===== src/rtl/y86_seq_controller.sv =====
// Phase sequencer for the sequential Y86-64 datapath.
// Owns the architectural PC and the status code. Walks one instruction through
// FETCH, DECODE, EXECUTE, MEMORY, WRITEBACK and PCUPD, one phase per clock,
// and exposes the phase as registered one-hot enables. Supports free-run and
// single-step operation and stops for good on HLT, ADR or INS.
module y86_seq_controller #(
    parameter logic [63:0] RESET_PC = 64'd0,
    parameter int          CNT_W    = 32
) (
    input  logic             clk,
    input  logic             rst,
    input  logic             start,
    input  logic             step_mode,
    input  logic             step_req,
    input  logic             imem_error,
    input  logic             instr_valid,
    input  logic             halt_flag,
    input  logic             dmem_error,
    input  logic [63:0]      pc_next,
    output logic [63:0]      pc,
    output logic             fetch_en,
    output logic             decode_en,
    output logic             execute_en,
    output logic             memory_en,
    output logic             writeback_en,
    output logic             pc_en,
    output logic [2:0]       stat,
    output logic             busy,
    output logic [CNT_W-1:0] cycle_count,
    output logic [CNT_W-1:0] instr_count
);

    // Status codes as seen by the rest of the processor.
    localparam logic [2:0] STAT_AOK = 3'd1;
    localparam logic [2:0] STAT_HLT = 3'd2;
    localparam logic [2:0] STAT_ADR = 3'd3;
    localparam logic [2:0] STAT_INS = 3'd4;

    localparam logic [CNT_W-1:0] CNT_MAX = '1;
    localparam logic [CNT_W-1:0] CNT_ONE = CNT_W'(1);

    // The six execution phases are encoded contiguously (1..6) so the
    // one-hot enable decode below is a simple offset compare.
    typedef enum logic [3:0] {
        S_IDLE      = 4'd0,
        S_FETCH     = 4'd1,
        S_DECODE    = 4'd2,
        S_EXECUTE   = 4'd3,
        S_MEMORY    = 4'd4,
        S_WRITEBACK = 4'd5,
        S_PCUPD     = 4'd6,
        S_PAUSE     = 4'd7,
        S_STOPPED   = 4'd8
    } state_t;

    state_t           state_reg;
    state_t           state_next;
    logic [2:0]       stat_reg;
    logic [2:0]       stat_next;
    logic [63:0]      pc_reg;
    logic [5:0]       en_reg;
    logic [5:0]       en_next;
    logic             busy_reg;
    logic [CNT_W-1:0] cycle_count_reg;
    logic [CNT_W-1:0] instr_count_reg;
    logic [3:0]       state_next_code;
    logic             retire;

    // Next-state and status selection; errors in FETCH are prioritised ADR > INS > HLT.
    always_comb begin
        state_next = state_reg;
        stat_next  = stat_reg;
        case (state_reg)
            S_IDLE: begin
                if (start) begin
                    state_next = S_FETCH;
                end
            end
            S_FETCH: begin
                if (imem_error) begin
                    stat_next  = STAT_ADR;
                    state_next = S_STOPPED;
                end else if (!instr_valid) begin
                    stat_next  = STAT_INS;
                    state_next = S_STOPPED;
                end else if (halt_flag) begin
                    stat_next  = STAT_HLT;
                    state_next = S_STOPPED;
                end else begin
                    state_next = S_DECODE;
                end
            end
            S_DECODE:  state_next = S_EXECUTE;
            S_EXECUTE: state_next = S_MEMORY;
            S_MEMORY: begin
                // A data fault skips WRITEBACK and PCUPD so no architectural state changes.
                if (dmem_error) begin
                    stat_next  = STAT_ADR;
                    state_next = S_STOPPED;
                end else begin
                    state_next = S_WRITEBACK;
                end
            end
            S_WRITEBACK: state_next = S_PCUPD;
            S_PCUPD: begin
                // step_mode only matters here, at retirement.
                state_next = step_mode ? S_PAUSE : S_FETCH;
            end
            S_PAUSE: begin
                if (step_req || !step_mode) begin
                    state_next = S_FETCH;
                end
            end
            S_STOPPED: state_next = S_STOPPED;
            default:   state_next = S_IDLE;
        endcase
    end

    assign state_next_code = state_next;
    assign retire          = (state_reg == S_PCUPD);

    // One enable per phase, decoded from the next state and then registered
    // so the outputs are glitch-free and line up with the state register.
    for (genvar gi = 0; gi < 6; gi++) begin : g_phase_en
        assign en_next[gi] = (state_next_code == 4'(gi + 1));
    end

    // FSM state, registered outputs, PC and saturating counters.
    always_ff @(posedge clk) begin
        if (rst) begin
            state_reg       <= S_IDLE;
            stat_reg        <= STAT_AOK;
            pc_reg          <= RESET_PC;
            en_reg          <= '0;
            busy_reg        <= 1'b0;
            cycle_count_reg <= '0;
            instr_count_reg <= '0;
        end else begin
            state_reg <= state_next;
            stat_reg  <= stat_next;
            en_reg    <= en_next;
            busy_reg  <= |en_next;
            // busy_reg reflects the current state, so this counts cycles spent in a phase.
            if (busy_reg && (cycle_count_reg != CNT_MAX)) begin
                cycle_count_reg <= cycle_count_reg + CNT_ONE;
            end
            if (retire) begin
                pc_reg <= pc_next;
                if (instr_count_reg != CNT_MAX) begin
                    instr_count_reg <= instr_count_reg + CNT_ONE;
                end
            end
        end
    end

    assign pc           = pc_reg;
    assign stat         = stat_reg;
    assign busy         = busy_reg;
    assign cycle_count  = cycle_count_reg;
    assign instr_count  = instr_count_reg;
    assign fetch_en     = en_reg[0];
    assign decode_en    = en_reg[1];
    assign execute_en   = en_reg[2];
    assign memory_en    = en_reg[3];
    assign writeback_en = en_reg[4];
    assign pc_en        = en_reg[5];

endmodule


===== config.mk =====
export PLATFORM = sky130hd
export DESIGN_NAME = y86_seq_controller
export DESIGN_NICKNAME = d
export VERILOG_FILES = /design/src/rtl/y86_seq_controller.sv
export SDC_FILE = /design/constraint.sdc
export NUM_CORES = 1
export LEC_CHECK = 0
export ABC_CLOCK_PERIOD_IN_PS = 2830
export BUFFER_PORTS_ARGS = -buffer_cell sky130_fd_sc_hd__buf_2
export CAP_MARGIN = 20
export CORE_MARGIN = 5
export CORE_UTILIZATION = 30
export CTS_BUF_LIST = sky130_fd_sc_hd__clkbuf_8
export DETAILED_ROUTE_END_ITERATION = 10
export SETUP_SLACK_MARGIN = 0.15
export SYNTH_ARGS = -nofsm -noshare
export SYNTH_HDL_FRONTEND = slang
export SYNTH_SLANG_ARGS = --single-unit

===== constraint.sdc =====
create_clock -name clk -period 2.83 [get_ports clk]
set_input_delay 0.283 -clock clk [delete_from_list [all_inputs] [get_ports clk]]
set_output_delay 0.283 -clock clk [all_outputs]
set_load 0.01 [all_outputs]

* Word level (Yosys, flattened, before mapping) *
Cells that the tools add are included.
W data, S select, Z words.

word-level totals
  flip-flop bits (word level) = 142
  bits of input ports = 73
  output and inout bits = 138
  logic and storage cells = 48

operators by class
  add/subtract/negate cells = 2
  eq/ne operators = 18
  muxes and demuxes = 13
  reductions and logical operators = 8

operators by type and width
  operator                 number
  $add A32 B1 Y32 const B  2
  $ne A32 B32 Y1 const B   2
  $pmux W4 S9              1
  $eq A4 B3 Y1 const B     7
  $mux W4                  6
  $eq A4 B2 Y1 const B     4
  $mux W3                  5
  $eq A4 B1 Y1 const B     2
  $pmux W3 S2              1
  $reduce_or A6 Y1         1
  $eq A4 B4 Y1 const B     1
  $logic_not A4 Y1         1
  $ne A4 B4 Y1 const B     1
  $reduce_and A3 Y1        1
  $ne A2 B2 Y1 const B     1
  $reduce_and A2 Y1        1
  $reduce_bool A2 Y1       1
  $logic_and A1 B1 Y1      1
  $logic_not A1 Y1         1
  $logic_or A1 B1 Y1       1

* Logic depth before layout (Yosys ltp) *
  depth in word-level cells = 6
  gate-level depth with buffers = 8
  gate-level depth less buffers = 6

* Worst setup path after synthesis *
No wires, ideal clock.

  kind = register to register
  start point = reg instr_count_reg[20] (netlist: instr_count[20])
  end point = reg instr_count_reg[31] (netlist: instr_count[31])
  arrival = 2125 ps
  path slack = 635 ps
  cell stages (with the launch flop) = 7
  path buffers = 1
  period minus slack after synthesis = 2195 ps
  cells stage by stage = dfxtp_1 -> nand4_2 -> or3_4 -> or4_1 -> buf_2 -> or3_1 -> a21oi_1

on the way
  word-level cells in the longest chain between the ends = 2
  elaborated cells on any way between the ends = 3
  classes of those cells = add/sub: 1; eq/ne: 1; reduce/logical: 1

RTL lines
  item                                                                     RTL line  text
  start: declaration                                                       65        logic [CNT_W-1:0] instr_count_reg;
  start signal: assignment                                                 150       instr_count_reg <= instr_count_reg + CNT_ONE;
  parallel branches: the longest is 2 deep, another holds $add A32 B1 Y32  -

Parallel ways; which one is timed is not known.
A chain may end at the register's enable or synchronous reset.

* Worst setup path after layout *
  start point = reg state_reg[2]
  end point = reg instr_count_reg[31] (netlist: instr_count[31])

on the way
  word-level cells in the longest chain between the ends = 2

RTL lines
  item                         RTL line  text
  start: declaration           56        state_t state_reg;
  start signal: assignment     139       state_reg <= state_next;
  $eq A4 B3 Y1                 120       assign retire = (state_reg == S_PCUPD);
  $reduce_and A2 Y1 (no line)  -

No other way between the ends.

==> impl_metrics.tcl <==
set metrics [dict create \
    avgSynthCellArea_sq_um 8.16 \
    clk_pin_slew_ns 0.09 \
    power_density_nw_per_um2 519 \
    via_count 5866 \
    post_cts_buffers 0 \
    cts_resized 0 \
    final_max_slew_viol_count 0 \
    fin_crit_sh_pct 83.3 \
    vias_per_cell 4.85 \
    nNetsFinal 1007 \
    die_area_sq_um 22900 \
    synth_cell_types 54 \
    grt_max_degree 67 \
    cts_tree "yes" \
    reg2reg_depth 5 \
    firstDrtPassIters 4 \
    cts_sinks 142 \
    synth_edf_count 0 \
    regToRegSetupSlack_ns 0.47 \
    hold_start "pc_next[10]" \
    finClkSkew_ns 0.0112 \
    outcome "finished, final reports clean" \
    antenna_found_initial 0 \
    drt_iter0_markers 365 \
    r2r-end "instr_count[31]$_SDFFE_PP0P_" \
    grt_use_total_pct 14.9 \
    whs_endpoint "pc[10]$_SDFFE_PP0N_" \
    ctsHoldBuffers 0 \
    wl_um 17600 \
    initial_core_util_pct 30.6 \
    ys_seq_area_share_pct 47.5 \
    drv_cap 0 \
    worstPathArrival_ns 2.73 \
    dieHeight_um 151 \
    clock_latency_ns 0.44 \
    antennaDiodeCount 0 \
    tns_ns 0 \
    clock.fmax_mhz 424 \
    crit_path_max_fanout 11 \
    core_area_sq_um 19500 \
    grt_pass1_vias 5276 \
    crit_path_end_kind "flip-flop" \
    gp_congestion 0.773 \
    wire_per_inst_um 14.6 \
    dp.final_hpwl_um 12600 \
    clockRootBuffer "clkbuf_8" \
    grt_overflow 0 \
    whs_path_depth 3 \
    ant_nets 0 \
    stdcell_count 1210 \
    synth_seq_cells 142 \
    area_growth_pct 29.6 \
    period_needed_ns 2.36 \
    dp_slack_ns 0.521 \
    dp.cells 1178 \
    p_total_uw 4020 \
    crit_type "flip-flop to flip-flop" \
    ys_async_sr_fraction_pct 0 \
    leakage_uw 0.00313 \
    grt_pass1_wl_um 27600 \
    cts_buffers 17 \
    pin_count 211 \
    drive_above_1_share_pct 28.5 \
    final-hold-violation-count 0 \
    worstSetupStartpointType "flip-flop" \
    syn_nets 808 \
    worst_slack_ns 0.472 \
    syn-cell-area_sq_um 5980 \
    syn_inst 733 \
    yosysWarnings 0 \
    fp.dieW_um 151 \
    ir_worst_vdd_uv 267 \
    setup_viol 0 \
    io_buffer_count 210 \
    cp-startpoint "state_reg[2]$_SDFF_PP0_" \
    rsz0062_at_grt "false" \
    rows 51 \
    rr_startpoint "state_reg[2]$_SDFF_PP0_" \
    synth_flop_cell "dfxtp_1" \
    whs_ns 0.0679 \
    max-slew-margin-rel_pct 51.5 \
    largest_reg_flops 64 \
    htreeDepth 4 \
    clockBufferDepth 2 \
    hp-class "input port to flip-flop" \
    worst_pin_slew_ns 0.725 \
    required_ns 3.20 \
    drc 0 \
]
==> cells by family (layout without fill, tap and decap cells) <==
| kind of cell | after synthesis | count (layout) | share of synthesized area (%) |
|---|---|---|---|
| DFF | 142 | 142 | 47.5 |
| AOI/OAI and AO/OA | 167 | 167 | 15.9 |
| and+or+nand+nor | 339 | 339 | 27.7 |
| muxes | 9 | 9 | 1.63 |
| xor gates and xnor gates | 23 | 23 | 3.37 |
| adders and majority gates | 2 | 2 | 0.418 |
| buffers and inverters | 51 | 263 | 3.43 |
==> stage by stage <==
stage,cell area [sq um],utilization (%)
3_3_place_gp,7310,37.4
6_report,7750,39.7
5_1_grt,7750,39.7
2_1_floorplan,5980,-
4_1_cts,7750,39.7
3_5_place_dp,7310,37.4
==> cell usage in the layout, fill, tap and decap left out, types with 3 or more instances in the layout <==
cell       count
a211oi_1       4
a21o_1         4
a21oi_1      102
a31oi_1        3
and2_1         5
and3_1         9
and4_1        10
buf_2        209
buf_4         11
bufinv_16      4
clkbuf_8      17
dfxtp_1      142
inv_1         10
inv_6          4
mux2_2         6
mux2i_1        3
nand2_1      161
nand2b_1       5
nand3_1       17
nand4_1       19
nor2_1        42
nor2b_1        9
nor3_1        10
nor4_1         5
o2111ai_1      4
o21ai_0       29
o31ai_1        7
or3_1         28
or4_1          5
xnor2_1       14
xor2_1         9
==> where the power goes <==
group	total (uW)	leakage [uW]	switching, uW	internal [uW]
clock network	1850	0.000219	872	978
registers	2030	0.00114	18.2	2010
logic	151	0.00176	83.1	67.4
==> routing by layer <==
metal / share of wire (%) / global-route usage, % / vias to the layer above
met3: 5.3 / 3.38 / 18
met5: 0 / 0 / -
li1: - / - / 2977
met2: 48 / 23.1 / 141
met1: 46 / 20.3 / 2730
met4: 1.4 / 5.39 / 0
==> synthesized netlist by cell type (2+ instances only) <==
library cell	instances	share of area, %
or4_1	5	0.63
o311ai_0	2	0.29
a21o_1	4	0.50
nand3b_1	2	0.25
nor2_1	42	2.6
and2_1	5	0.52
inv_1	10	0.63
nand4_1	19	2.0
o2111ai_1	4	0.59
buf_1	4	0.25
dfxtp_1	142	48
nor3_1	10	0.84
mux2_2	6	1.1
clkbuf_1	31	1.9
nor2b_1	9	0.94
ha_1	2	0.42
or4b_2	2	0.33
nand2b_1	6	0.63
mux2i_1	3	0.50
xor2_1	9	1.3
nand2_1	161	10
or3_1	28	2.9
o31ai_1	7	0.88
buf_2	4	0.33
a21oi_1	102	8.5
and3_1	9	0.94
nand3_1	17	1.4
a31oi_1	3	0.31
nor3b_1	2	0.25
o211ai_1	2	0.25
nor4_1	5	0.52
o21ai_0	29	2.4
a211oi_1	4	0.50
xnor2_1	14	2.0
and4_1	10	1.5
==> worst max path at each step <==
stage | to | slack, ns | depth (start not counted)
floorplan | instr_count[31]$_SDFFE_PP0P_ | 0.63 | 6
global placement | instr_count[31]$_SDFFE_PP0P_ | 0.53 | 5
detailed placement | instr_count[31]$_SDFFE_PP0P_ | 0.52 | 5
CTS | instr_count[31]$_SDFFE_PP0P_ | 0.49 | 5
global route | instr_count[25]$_SDFFE_PP0P_ | 0.30 | 5
finish | instr_count[31]$_SDFFE_PP0P_ | 0.47 | 5
==> final cells by class <==
type / count / area [sq um]
Sequential cell: 142 / 2840
Clock buffer: 17 / 234
Inverter: 10 / 37.5
Clock inverter: 15 / 209
Multi-Input combinational cell: 540 / 2950
Tap cell: 265 / 332
Timing Repair Buffer: 221 / 1150
Fill cell: 2046 / 11800
==> critical path, cell delays in order, from the launching register on <==
cell,delay [ns]
dfxtp_1,0.49
nor4bb_4,0.37
nand4_1,0.30
or4_1,0.61
or3_1,0.38
a21oi_1,0.13
Power figures use the tool's default switching activity.
